File: src/rtl/mem_access_controller.sv
`timescale 1ns/1ps
`default_nettype none
// ============================================================================
// Module      : mem_access_controller
// Description : MEM-stage initiator for a byte-addressed, big-endian,
//               word-wide data memory. Sequences read/write strobes, does
//               read-modify-write for sub-word stores and sign/zero-extends
//               sub-word loads. Holds the pipeline until the access is done.
// Config      : define MISALIGN_TRAP_EN to trap misaligned halfword/word
//               accesses; otherwise offending low address bits are cleared.
// Revision    : 1.0 - initial release
// ============================================================================
module mem_access_controller #(
  parameter int MEM_BYTES = 1024
) (
  input  logic        clk,
  input  logic        Reset,
  input  logic        req_valid,
  output logic        req_ready,
  input  logic        req_write,
  input  logic [1:0]  req_size,
  input  logic        req_signed,
  input  logic [31:0] req_addr,
  input  logic [31:0] req_wdata,
  output logic        resp_valid,
  output logic [31:0] resp_rdata,
  output logic        misalign_err,
  output logic        stall,
  output logic [31:0] mem_addr,
  output logic        mem_re,
  output logic        mem_we,
  output logic [31:0] mem_wdata,
  input  logic [31:0] mem_rdata
);

  localparam logic [31:0] c_mem_limit = 32'(MEM_BYTES);

  typedef enum logic [1:0] {
    IDLE = 2'd0,
    RD   = 2'd1,
    WR   = 2'd2,
    RESP = 2'd3
  } state_t;

  state_t r_state;
  state_t w_next;

  logic        r_write;
  logic [1:0]  r_size;
  logic        r_signed;
  logic [31:0] r_addr;
  logic [31:0] r_wdata;
  logic [31:0] r_rdata;
  logic        r_err;
  logic        r_bypass;   // access skipped memory (out of range or trapped)

  logic        w_accept;
  logic        w_word;
  logic        w_half;
  logic [31:0] w_addr;
  logic        w_err;
  logic        w_oor;
  logic [7:0]  w_byte;
  logic [15:0] w_hword;
  logic [31:0] w_ext;
  logic [31:0] w_merge;

  assign w_accept = req_valid & req_ready;
  assign w_word   = req_size[1];
  assign w_half   = (req_size == 2'b01);

`ifdef MISALIGN_TRAP_EN
  // Misaligned halfword/word requests are reported instead of performed
  assign w_addr = req_addr;
  assign w_err  = (w_half & req_addr[0]) | (w_word & (req_addr[1:0] != 2'b00));
`else
  // Misaligned requests are silently aligned down to the access size
  assign w_addr = {req_addr[31:2],
                   w_word ? 2'b00 : {req_addr[1], req_addr[0] & ~w_half}};
  assign w_err  = 1'b0;
`endif

  // Out of range wins over misalignment: no trap is reported for it
  assign w_oor = (w_addr >= c_mem_limit);

  // State register
  always_ff @(posedge clk or posedge Reset) begin
    if (Reset) r_state <= IDLE;
    else       r_state <= w_next;
  end

  // Request capture on accept and read-data capture at the end of RD
  always_ff @(posedge clk or posedge Reset) begin
    if (Reset) begin
      r_write  <= 1'b0;
      r_size   <= 2'b00;
      r_signed <= 1'b0;
      r_addr   <= 32'h0;
      r_wdata  <= 32'h0;
      r_rdata  <= 32'h0;
      r_err    <= 1'b0;
      r_bypass <= 1'b0;
    end else begin
      if (w_accept) begin
        r_write  <= req_write;
        r_size   <= req_size;
        r_signed <= req_signed;
        r_addr   <= w_addr;
        r_wdata  <= req_wdata;
        r_err    <= w_err & ~w_oor;
        r_bypass <= w_err | w_oor;
      end
      if (r_state == RD) r_rdata <= mem_rdata;
    end
  end

  // Next-state logic and handshake/strobe outputs
  always_comb begin
    w_next    = r_state;
    req_ready = 1'b0;
    mem_re    = 1'b0;
    mem_we    = 1'b0;
    stall     = 1'b0;
    case (r_state)
      IDLE: begin
        req_ready = 1'b1;
        stall     = req_valid;
        if (req_valid) begin
          if (w_oor || w_err)     w_next = RESP;
          else if (!req_write)    w_next = RD;
          else if (w_word)        w_next = WR;
          else                    w_next = RD;
        end
      end
      RD: begin
        mem_re = 1'b1;
        stall  = 1'b1;
        w_next = r_write ? WR : RESP;
      end
      WR: begin
        mem_we = 1'b1;
        stall  = 1'b1;
        w_next = RESP;
      end
      RESP: begin
        w_next = IDLE;
      end
      default: w_next = IDLE;
    endcase
  end

  // Lane extraction for loads (byte offset k lives in bits [31-8k -: 8])
  always_comb begin
    w_byte  = 8'h0;
    case (r_addr[1:0])
      2'd0:    w_byte = r_rdata[31:24];
      2'd1:    w_byte = r_rdata[23:16];
      2'd2:    w_byte = r_rdata[15:8];
      default: w_byte = r_rdata[7:0];
    endcase
    w_hword = r_addr[1] ? r_rdata[15:0] : r_rdata[31:16];
    w_ext   = r_rdata;
    if (r_size == 2'b00)
      w_ext = {{24{r_signed & w_byte[7]}}, w_byte};
    else if (r_size == 2'b01)
      w_ext = {{16{r_signed & w_hword[15]}}, w_hword};
  end

  // Lane insertion for stores: replace only the target lane of the read word
  always_comb begin
    w_merge = r_wdata;
    if (r_size == 2'b00) begin
      w_merge = r_rdata;
      case (r_addr[1:0])
        2'd0:    w_merge[31:24] = r_wdata[7:0];
        2'd1:    w_merge[23:16] = r_wdata[7:0];
        2'd2:    w_merge[15:8]  = r_wdata[7:0];
        default: w_merge[7:0]   = r_wdata[7:0];
      endcase
    end else if (r_size == 2'b01) begin
      w_merge = r_addr[1] ? {r_rdata[31:16], r_wdata[15:0]}
                          : {r_wdata[15:0], r_rdata[15:0]};
    end
  end

  assign resp_valid   = (r_state == RESP);
  assign misalign_err = (r_state == RESP) & r_err;
  assign resp_rdata   = ((r_state == RESP) && !r_write && !r_bypass) ? w_ext : 32'h0;
  assign mem_addr     = {r_addr[31:2], 2'b00};
  assign mem_wdata    = (r_state == WR) ? w_merge : 32'h0;

endmodule
`default_nettype wire

File: config.mk
export PLATFORM = sky130hd
export DESIGN_NAME = mem_access_controller
export DESIGN_NICKNAME = d
export VERILOG_FILES = /design/src/rtl/mem_access_controller.sv
export SDC_FILE = /design/constraint.sdc
export NUM_CORES = 1
export LEC_CHECK = 0
export ABC_AREA = 1
export BUFFER_PORTS_ARGS = -buffer_cell sky130_fd_sc_hd__buf_2
export CAP_MARGIN = 20
export CORE_UTILIZATION = 41
export DETAILED_ROUTE_END_ITERATION = 10
export GPL_TIMING_DRIVEN = 0
export PLACE_DENSITY = 0.66
export SETUP_SLACK_MARGIN = 0.02
export SKIP_CTS_REPAIR_TIMING = 1
export SLEW_MARGIN = 20
export SYNTH_ARGS = -nofsm -noshare
export SYNTH_HDL_FRONTEND = slang
export SYNTH_SLANG_ARGS = --single-unit
File: constraint.sdc
create_clock -name clk -period 8.2 [get_ports clk]
set_clock_uncertainty 0.15 [all_clocks]
set_input_delay 1.64 -clock clk [delete_from_list [all_inputs] [get_ports clk]]
set_output_delay 1.64 -clock clk [all_outputs]
set_load 0.05 [all_outputs]
Word level (Yosys, flattened, before mapping)
Index checks and enable logic that the tools add are counted.

Register bits: 103. Output and inout bits: 102. Word-level logic and storage cells: 55.

Order comparisons: 1. Equal/unequal tests: 8. Mux-type cells: 24. Bitwise gates (word level): 5. Reductions and logical operators: 9.

Operators by type and width (count): 2-to-1 mux 32 bit (7); >= comparator 32 x 11 -> 1 bit (second input constant) (1); 2-to-1 mux 8 bit (4); case mux 8 bit (3 select lines) (1); 2-to-1 mux 16 bit (1); 2-to-1 mux 2 bit (5); == test 2 x 1 -> 1 bit (second input constant) (4); case mux 2 bit (4 select lines) (1); == test 2 bit (second input constant) (3); zero test 2 bit (3); AND 1 bit (4); 2-to-1 mux 1 bit (4); OR reduction 3 bit (1); logical AND 1 bit (2); zero test 1 bit (2); != test 2 bit (second input constant) (1); case mux 1 bit (2 select lines) (1); OR reduction 2 bit (1); inverter 1 bit (1).

Longest topological paths before layout
Depth in word-level cells: 8. Mapped depth: 9. Mapped depth without buffers: 7.

Worst setup path before layout
Ideal clock, no wire load.

Path type: input port to output port. From: input req_valid. To: output stall. Arrival: 2808 ps. Data required time: 6410 ps. Path slack: 3602 ps. Stages: 3. Path buffers: 1. Path through: nand2_1 clkbuf_1 a21oi_1.

Cells in the longest elaborated chain, start to end: 1.

Ends and longest elaborated chain: from (decl) (line 18) `input logic req_valid,`; case mux 1 bit (2 select lines) (line 124) `case (r_state)`; to (decl) (line 28) `output logic stall,`.

Every way passes these cells.

Worst setup path after layout
Same ends and word-level chain as after synthesis.

==> flow_summary.toml <==
[floorplan]
start_util_pct = 42.6
die_h_um = 129
io_pins = 205
coreArea_sq_um = 15400
rows = 45
die_area_sq_um = 16500
die_w_um = 129

[worst_setup_path]
crit_arrival_ps = 2720
required_ps = 6410
cp_max_fo = 10
path_cells = "buf_2 > nand2_1 > clkbuf_1 > a21oi_1 > buf_2"
critPathTopFamily = "buffers and inverters"
cp_slowest_stage_delay_ps = 400
critPathMostFrequentCell = "buf_2"
cp_slowest_cell = "clkbuf_1"
crit_type = "primary input to primary output"
path_buf_inv = 3
cp-start-kind = "primary input"
cp-end-kind = "primary output"

[cts]
cts_buffer_depth = 2
numCtsBuffers = 9
cts_sinks = 103
cts.htree.levels = 3
clkLatencyLatePin_ps = 360
ctsRootBufferMaster = "clkbuf_16"
path_clk_slew_ps = 80
cts_tree = "yes"

[timing]
rsz0062_at_grt = "false"
drv_slew = 0
setup_viol = 0
min_period_over_period_pct = 55.0
setup_slack_ps = 3690
worst_pin_slew_ps = 593
setup-tns-final_ps = 0
layout_min_cycle_time_ps = 4510
fmax_ghz = 0.222
hold_viol = 0
max_slew_margin_pct = 60.5

[synthesis]
synth_seq_area_share_pct = 39.2
yosysMostFrequentCell = "nand2_1"
synth_compound_area_share_pct = 11.6
synth-simple-area-share_pct = 34.8
syn_area_sq_um = 6570
synth.area.top_cells = "dfrtp_1, nand2_1, nand3_1"
syn-instance-count = 994
synth-xor-area-share_pct = 0
synth_adder_area_share_pct = 0.761
synth_ff_type = "dfrtp_1"
syn_area_per_cell_sq_um = 6.61
synth_edf_count = 0
synth_warnings = 0
synth_top_area_cell = "dfrtp_1"
synth-seq-cells = 103
yosysUniqueCellTypes = 23
synth.area.mux_share_pct = 0
synth_top_family_by_area = "simple AND/OR/NAND/NOR gates"
yosys-top-cells-count = "nand2_1, nand3_1, dfrtp_1"
yosysTopAreaCellShare_pct = 39.2
synthArstFlopShare_pct = 100

[power]
switching_share_pct = 57.7
combinationalPowerShare_pct = 64.8
clkPwrFrac_pct = 11.4
irDropWorstVdd_mv = 0.234
total_leakage_power_nw = 4.55
powerDensity_nw_per_um2 = 496
p_seq_share_pct = 23.8
switching_power_w = 0.00234
intPower_w = 0.00172

[routing]
drt_iter0_drc = 618
route.detailed.drc = 0
via_per_inst = 5.13
ant_nets = 0
first_pass_iters = 5
wl_per_cell_um = 16.7
num_vias = 7316
routed_wirelength_um = 23800

[job]
cap_viol_max_count = 0

[global_routing]
grt_antenna_before_repair = 3
use_met2_pct = 47.6
gr-usage-met3_pct = 6.99
grt_overflow = 0
grt_pass1_vias = 6797
track_usage_pct = 29.4
met1_usage_pct = 37.8
grt_max_degree = 69
grt-busiest-layer = "met2"
grt_pass1_wl_um = 36300

[placed_design]
dp_hpwl_um = 18300
dp_slack_ps = 3680
numPortBuffers = 201
globalplace.congestion = 0.952

[status]
status = "complete, no violations"

[final_layout]
drive_gt1_share_pct = 24.5
syn2layout_area_growth_pct = 24.7
fill_cells = 1679
final_nets = 1316

[worst_hold_path]
hold_class = "register to register"
-- power by group through the flow --
stage	registers [W]	clock network [W]	logic, W
after global routing	0.000989	0.000488	0.00286
final	0.000969	0.000463	0.00263
after global placement	0.000966	0	0.00258
after CTS	0.000961	0.000468	0.00261
after detailed placement	0.000964	0	0.00261
after floorplan	0.000874	0	0.00198
-- state kept, by name, indices dropped and copies added (netlist names) --
signal,flops
r_addr,32
r_rdata,32
r_wdata,32
r_size,2
r_state,2
r_bypass,1
r_signed,1
r_write,1
-- worst paths after layout --
check                                  startpoint                       to  slack (ps)  cells after the start
min                        r_addr[16]$_DFFE_PP0P_   r_addr[16]$_DFFE_PP0P_         330                      2
min in group asynchronous                   Reset   r_addr[19]$_DFFE_PP0P_        1100                      2
max reg2reg                r_state[1]$_DFFE_PP0P_  r_rdata[31]$_DFFE_PP0P_        6100                      6
max in group asynchronous                   Reset  r_rdata[22]$_DFFE_PP0P_        6160                      3
max                                     req_valid                    stall        3690                      5
min reg2reg                r_addr[16]$_DFFE_PP0P_   r_addr[16]$_DFFE_PP0P_         330                      2
-- routing by layer --
metal | wire (um) | up-vias | share of wire, %
met1 | 10100 | 3347 | 42
li1 | - | 3545 | -
met4 | 829 | 4 | 3.5
met3 | 2070 | 61 | 8.7
met5 | 25 | - | 0.11
met2 | 10800 | 359 | 45
-- area by class of cell --
cell class	instances	area [sq um]	share of cell area (%)
clock inverter	7	88.8	1.08
antenna	1	2.50	0.0305
inverter	84	320	3.91
sequential	103	2580	31.4
buffer	97	572	6.97
clock buffer	9	225	2.75
tap	211	264	3.22
multi-input combinational	712	3120	38.0
timing repair buffer	202	1030	12.6
-- worst register-to-register path, cell delays in order, from the launching register on --
cell and delay [ps]:
dfrtp_1 400, inv_1 100, ha_1 230, clkbuf_1 410, clkbuf_1 470, nand2_1 160
o21ai_0 110
-- cells in the final DEF, fill, tap and decap left out --
cell,count
nand2_1,362
clkinv_8,1
buf_6,3
buf_4,41
nand2_2,3
inv_2,4
clkinv_1,1
buf_1,2
clkbuf_1,26
conb_1,3
inv_1,78
o22ai_1,1
bufinv_16,1
clkbuf_16,9
inv_6,4
clkinv_2,1
diode_2,1
a21oi_1,36
buf_2,226
nand4_1,4
o21ai_0,84
nor2_2,1
buf_16,1
nand3_2,2
ha_1,4
nor3_1,1
nand3_1,115
inv_8,1
o211ai_1,21
nor2_1,75
dfrtp_1,103
-- cells by family (layout without fill, tap and decap cells) --
kind of cell | count (synthesis) | in the layout
AO/OA/AOI/OAI | 142 | 142
adder cells (fa/ha/maj) | 4 | 4
buffers and inverters | 181 | 399
flip-flops | 103 | 103
other | 1 | 4
AND/OR/NAND/NOR | 563 | 563
-- per-stage QoR --
| stage | power (W) | util (%) | hold slack (ps) | cells | cell area, sq um |
|---|---|---|---|---|---|
| after floorplan | 0.00286 | - | 299 | 996 | 6580 |
| after global placement | 0.00355 | 50.9 | 314 | 1408 | 7850 |
| after detailed placement | 0.00357 | 51.1 | 316 | 1409 | 7880 |
| after CTS | 0.00404 | 53.1 | 337 | 1425 | 8200 |
| after global routing | 0.00434 | 53.1 | 362 | 1425 | 8200 |
| final | 0.00407 | 53.2 | 331 | 1426 | 8200 |
Note: power is estimated with default switching activity, not from simulation.
